`src/rtl/instr_encoder.sv`:
```
`default_nettype none
// ============================================================================
// Module   : instr_encoder
// Purpose  : Encodes LD/ADD/STO ops, queues them and issues each one as a
//            packed value/enable word for the ctrl decoder.
// Option   : INSTR_ENC_ILLEGAL_CHK_EN - drop op_code=3 and flag it on ill_err.
// Revision : 1.0 - initial release
// ============================================================================
module instr_encoder #(
  parameter int ADDRESS_BITS = 5,
  parameter int INSTR_BITS   = 3,
  parameter int DEPTH        = 4,
  parameter int HOLD_CYCLES  = 2,
  parameter int GAP_CYCLES   = 1
) (
  input  logic                                 clk,
  input  logic                                 rst,
  input  logic                                 op_valid,
  output logic                                 op_ready,
  input  logic [1:0]                           op_code,
  input  logic [ADDRESS_BITS-1:0]              op_addr,
  output logic [INSTR_BITS+ADDRESS_BITS-1:0]   value,
  output logic                                 enable,
  output logic                                 busy,
  output logic [7:0]                           issued_cnt
`ifdef INSTR_ENC_ILLEGAL_CHK_EN
  ,
  output logic                                 ill_err
`endif
);

  localparam int VALUE_BITS = INSTR_BITS + ADDRESS_BITS;
  localparam int PTR_W      = $clog2(DEPTH);
  localparam int MAX_CYC    = (HOLD_CYCLES > GAP_CYCLES) ? HOLD_CYCLES : GAP_CYCLES;
  // The counter only ever holds MAX_CYC-1 down to 0.
  localparam int CNT_W      = (MAX_CYC > 1) ? $clog2(MAX_CYC) : 1;

  localparam logic [CNT_W-1:0] HOLD_LOAD  = CNT_W'(HOLD_CYCLES - 1);
  localparam logic [CNT_W-1:0] GAP_LOAD   = CNT_W'(GAP_CYCLES - 1);
  localparam logic [PTR_W:0]   FULL_COUNT = (PTR_W + 1)'(DEPTH);

  typedef enum logic [1:0] {
    IDLE = 2'd0,
    HOLD = 2'd1,
    GAP  = 2'd2
  } state_t;

  logic [VALUE_BITS-1:0] mem [DEPTH];
  logic [PTR_W-1:0]      wr_ptr;
  logic [PTR_W-1:0]      rd_ptr;
  logic [PTR_W:0]        count;
  logic                  accept;
  logic                  push;
  logic                  pop;
  logic [INSTR_BITS-1:0] opc;
  logic [VALUE_BITS-1:0] enc_word;

  state_t                state;
  state_t                state_n;
  logic [CNT_W-1:0]      cyc_cnt;
  logic [CNT_W-1:0]      cyc_cnt_n;
  logic                  enable_n;
  logic [VALUE_BITS-1:0] value_n;
  logic                  issue_done;

  // One-hot opcode; op_code=3 maps to all-zero, the decoder's illegal case.
  always_comb begin
    opc = '0;
    case (op_code)
      2'd0:    opc = INSTR_BITS'(1);
      2'd1:    opc = INSTR_BITS'(2);
      2'd2:    opc = INSTR_BITS'(4);
      default: opc = '0;
    endcase
  end

  assign enc_word = {opc, op_addr};
  assign op_ready = (count != FULL_COUNT);
  assign accept   = op_valid && op_ready;

`ifdef INSTR_ENC_ILLEGAL_CHK_EN
  logic is_illegal;
  assign is_illegal = (op_code == 2'd3);
  assign push       = accept && !is_illegal;

  always_ff @(posedge clk or posedge rst) begin
    if (rst) begin
      ill_err <= 1'b0;
    end else if (accept && is_illegal) begin
      ill_err <= 1'b1;
    end
  end
`else
  assign push = accept;
`endif

  always_ff @(posedge clk) begin
    if (push) begin
      mem[wr_ptr] <= enc_word;
    end
  end

  always_ff @(posedge clk or posedge rst) begin
    if (rst) begin
      wr_ptr <= '0;
      rd_ptr <= '0;
      count  <= '0;
    end else begin
      if (push) begin
        wr_ptr <= wr_ptr + 1'b1;
      end
      if (pop) begin
        rd_ptr <= rd_ptr + 1'b1;
      end
      case ({push, pop})
        2'b10:   count <= count + 1'b1;
        2'b01:   count <= count - 1'b1;
        default: count <= count;
      endcase
    end
  end

  always_ff @(posedge clk or posedge rst) begin
    if (rst) begin
      state      <= IDLE;
      cyc_cnt    <= '0;
      enable     <= 1'b0;
      value      <= '0;
      issued_cnt <= 8'd0;
    end else begin
      state   <= state_n;
      cyc_cnt <= cyc_cnt_n;
      enable  <= enable_n;
      value   <= value_n;
      if (issue_done) begin
        issued_cnt <= issued_cnt + 8'd1;
      end
    end
  end

  // value is only reloaded on a pop, so it holds through HOLD and GAP.
  always_comb begin
    state_n    = state;
    cyc_cnt_n  = cyc_cnt;
    enable_n   = enable;
    value_n    = value;
    pop        = 1'b0;
    issue_done = 1'b0;
    case (state)
      IDLE: begin
        if (count != '0) begin
          pop       = 1'b1;
          value_n   = mem[rd_ptr];
          enable_n  = 1'b1;
          cyc_cnt_n = HOLD_LOAD;
          state_n   = HOLD;
        end
      end
      HOLD: begin
        if (cyc_cnt == '0) begin
          enable_n   = 1'b0;
          cyc_cnt_n  = GAP_LOAD;
          issue_done = 1'b1;
          state_n    = GAP;
        end else begin
          cyc_cnt_n = cyc_cnt - 1'b1;
        end
      end
      GAP: begin
        if (cyc_cnt == '0) begin
          state_n = IDLE;
        end else begin
          cyc_cnt_n = cyc_cnt - 1'b1;
        end
      end
      default: begin
        enable_n = 1'b0;
        state_n  = IDLE;
      end
    endcase
  end

  assign busy = (count != '0) || (state != IDLE);

endmodule
`default_nettype wire

```
`config.mk`:
```
export PLATFORM = sky130hd
export DESIGN_NAME = instr_encoder
export DESIGN_NICKNAME = d
export VERILOG_FILES = /design/src/rtl/instr_encoder.sv
export SDC_FILE = /design/constraint.sdc
export NUM_CORES = 1
export LEC_CHECK = 0
export ABC_AREA = 1
export CAP_MARGIN = 20
export CORE_MARGIN = 3
export CORE_UTILIZATION = 60
export DETAILED_ROUTE_END_ITERATION = 8
export PLACE_DENSITY = 0.82
export SLEW_MARGIN = 40
export SYNTH_ARGS = -nofsm -noshare
export SYNTH_HDL_FRONTEND = slang
export SYNTH_SLANG_ARGS = --single-unit
```
`constraint.sdc`:
```
create_clock -name clk -period 3.6 [get_ports clk]
set_input_delay 0.72 -clock clk [delete_from_list [all_inputs] [get_ports clk]]
set_output_delay 0.72 -clock clk [all_outputs]
set_load 0.02 [all_outputs]
```
==> flow_summary.ini <==
[outcome]
status = complete, no violations

[clock_tree]
cts_root_buf = clkbuf_8
cts_hold_buf = 0
numCtsBuffers = 9
clk-insertion-delay-late_ps = 340
cts_max_level = 3
clk_pin_slew_ps = 70
post_cts_resized = 0
cts_max_path_buffers = 2
cts_tree = done
post-cts-setup-buffers = 0
cts_sinks = 59

[die]
start_util_pct = 65.0
dieArea_um2 = 5400
core-area_um2 = 4200
die_w_um = 73.5
std_cell_rows = 23
ios = 29
fp.dieH_um = 73.5

[finish]
drive_above_1_share_pct = 11.7
final_cell_area_um2 = 3200
diodes = 0
num-fill-cells = 284
areaGrowthSynthToFinish_pct = 17.0
instances_no_fill = 365
fin_nets = 331

[timing]
setup_viol = 0
fmax_mhz = 387
worstMarginPinSlew_ps = 722
skew_ps = 6.78
hold_violations = 0
drv_slew = 0
period_needed_ps = 2580
tns_ps = 0
rsz0062_at_grt = false
slew_headroom_pct = 51.9
whs_ps = 486
min_period_over_period_pct = 71.8

[route]
dr.pass1.iters = 4
avgRoutedWirePerCell_um = 13.7
routed_wl_mm = 5.01
via_per_inst = 5.00
ant_nets = 0
vias = 1826
drc = 0
drt_iter0_markers = 115

[global_route]
grt_usage_pct = 22.1
grt_first_pass_wirelength_mm = 8.66
grt_pass1_vias = 1849
grt_max_degree = 28
gr-total-overflow = 0
antenna_found_initial = 0

[setup_path]
r2r-start = state[1]$_DFFE_PP0P_
cp.required_ps = 2880
endpoint_kind = primary output
crit_path_start_kind = flop
critical_path_arrival_ps = 1860
critical_path_class = flop to primary output
crit_path_start = state[0]$_DFFE_PP0P_
critPathMaxFanout = 4
r2r_slack_ps = 1340

[placement]
dpl-instance-area_um2 = 3010
dp.cells = 349
place_congestion = 0.767
hpwl_mm = 3.67
port_buffers = 28

[logic_synthesis]
ys_seq_area_share_pct = 59.9
postSynthCellCount = 277
synth_edf_count = 32
yosys.area.top_type = edfxtp_1
syn_nets = 298
synth_area_um2 = 2730
netlist.area_leader.share_pct = 35.2
syn_area_per_cell_um2 = 9.87
ys_types = 25
synth_seq_cells = 59
async_reset_ff_share_pct = 45.8
synthTopCellsByArea = edfxtp_1 (35%), dfrtp_1 (25%), nand2_1 (17%)
yosysWarnings = 0
synth_ff_type = edfxtp_1

[flow_run]
max_cap_violations = 0

[power]
vdd_drop_max_mv = 0.466
p_per_area_nw_per_um2 = 876
fin_total_pwr_uw = 2800
leakage_uw = 0.00151

[min_path]
worstHoldStart = value[0]$_DFFE_PP0P_
hold_path_class = flop to flop
[path summary, 6_finish.rpt]
path	depth (start not counted)	to
max in group asynchronous	2	issued_cnt[7]$_DFFE_PP0P_
worst min register to register	2	value[0]$_DFFE_PP0P_
min in group asynchronous	2	issued_cnt[4]$_DFFE_PP0P_
worst max-delay path	4	busy
worst min-delay path	2	value[0]$_DFFE_PP0P_
worst max register to register	11	count[2]$_DFFE_PP0P_
[metal layers]
layer | wire [µm] | up-vias | track usage, %
li1 | - | 933 | -
met1 | 2340 | 847 | 30.7
met2 | 2340 | 37 | 32.2
met3 | 239 | 9 | 4.92
met4 | 83 | 0 | 12.1
met5 | 0 | - | 0
[worst max-delay path: stages, from the launching register on]
cell,delay [ps]
dfrtp_1,410
inv_1,80
ha_1,240
nand4_1,160
clkdlybuf4s50_1,630
[power by group]
group | internal, µW | switching, µW
sequential | 934 | 176
combinational | 431 | 700
clock | 312 | 248
total | 1680 | 1120
[metrics by stage]
step | setup slack, ps | utilization, %
finish | 1020 | 76.1
global route | 965 | 76.1
CTS | 1010 | 76.1
detailed placement | 1210 | 71.7
floorplan | 1730 | -
global placement | 1300 | 71.7
[layout make-up]
class	instances	area (µm²)	area share, %
Inverter	31	124	3.87
Clock inverter	6	56.3	1.76
Sequential cell	59	1640	51.2
Tap cell	50	62.6	1.96
Clock buffer	10	128	3.99
Multi-Input combinational cell	181	910	28.5
Timing Repair Buffer	28	280	8.77
[registers in the layout, summed over array words and instances (netlist names)]
register / flops
state: 2
count: 3
value: 8
mem: 32
enable: 1
rd_ptr: 2
issued_cnt: 8
cyc_cnt: 1
wr_ptr: 2
[logic make-up (layout without fill, tap and decap cells)]
family,after synthesis,after routing,share of synthesized area (%)
AOI/OAI and AO/OA,8,8,1.46
xor gates and xnor gates,7,7,2.24
adders and majority gates,11,11,5.31
buffers and inverters,37,75,6.82
DFF,59,59,59.9
and+or+nand+nor,155,155,24.3
[layout by cell type, fill, tap and decap left out, types with 2 or more instances in the layout]
cell and instances:
clkinvlp_4 2, nand2_2 10, xor2_1 6, nand3_2 2, nand2_1 121, ha_1 10
clkbuf_8 9, o21ai_1 3, o21ai_0 2, nor2_4 3, nor2_1 10, dfrtp_1 27
inv_2 8, clkdlybuf4s50_1 28, edfxtp_1 32, inv_1 22, a21oi_1 3, clkinv_1 3
nand3_1 6
[cell usage after synthesis (all sizes together) (3+ instances only)]
library cell  number
nor2              13
ha                10
nand3              8
edfxtp            32
a21oi              3
xor2               6
dfrtp             27
inv               31
o21ai              5
buf                6
nand2            132
Power figures use the tool's default switching activity.
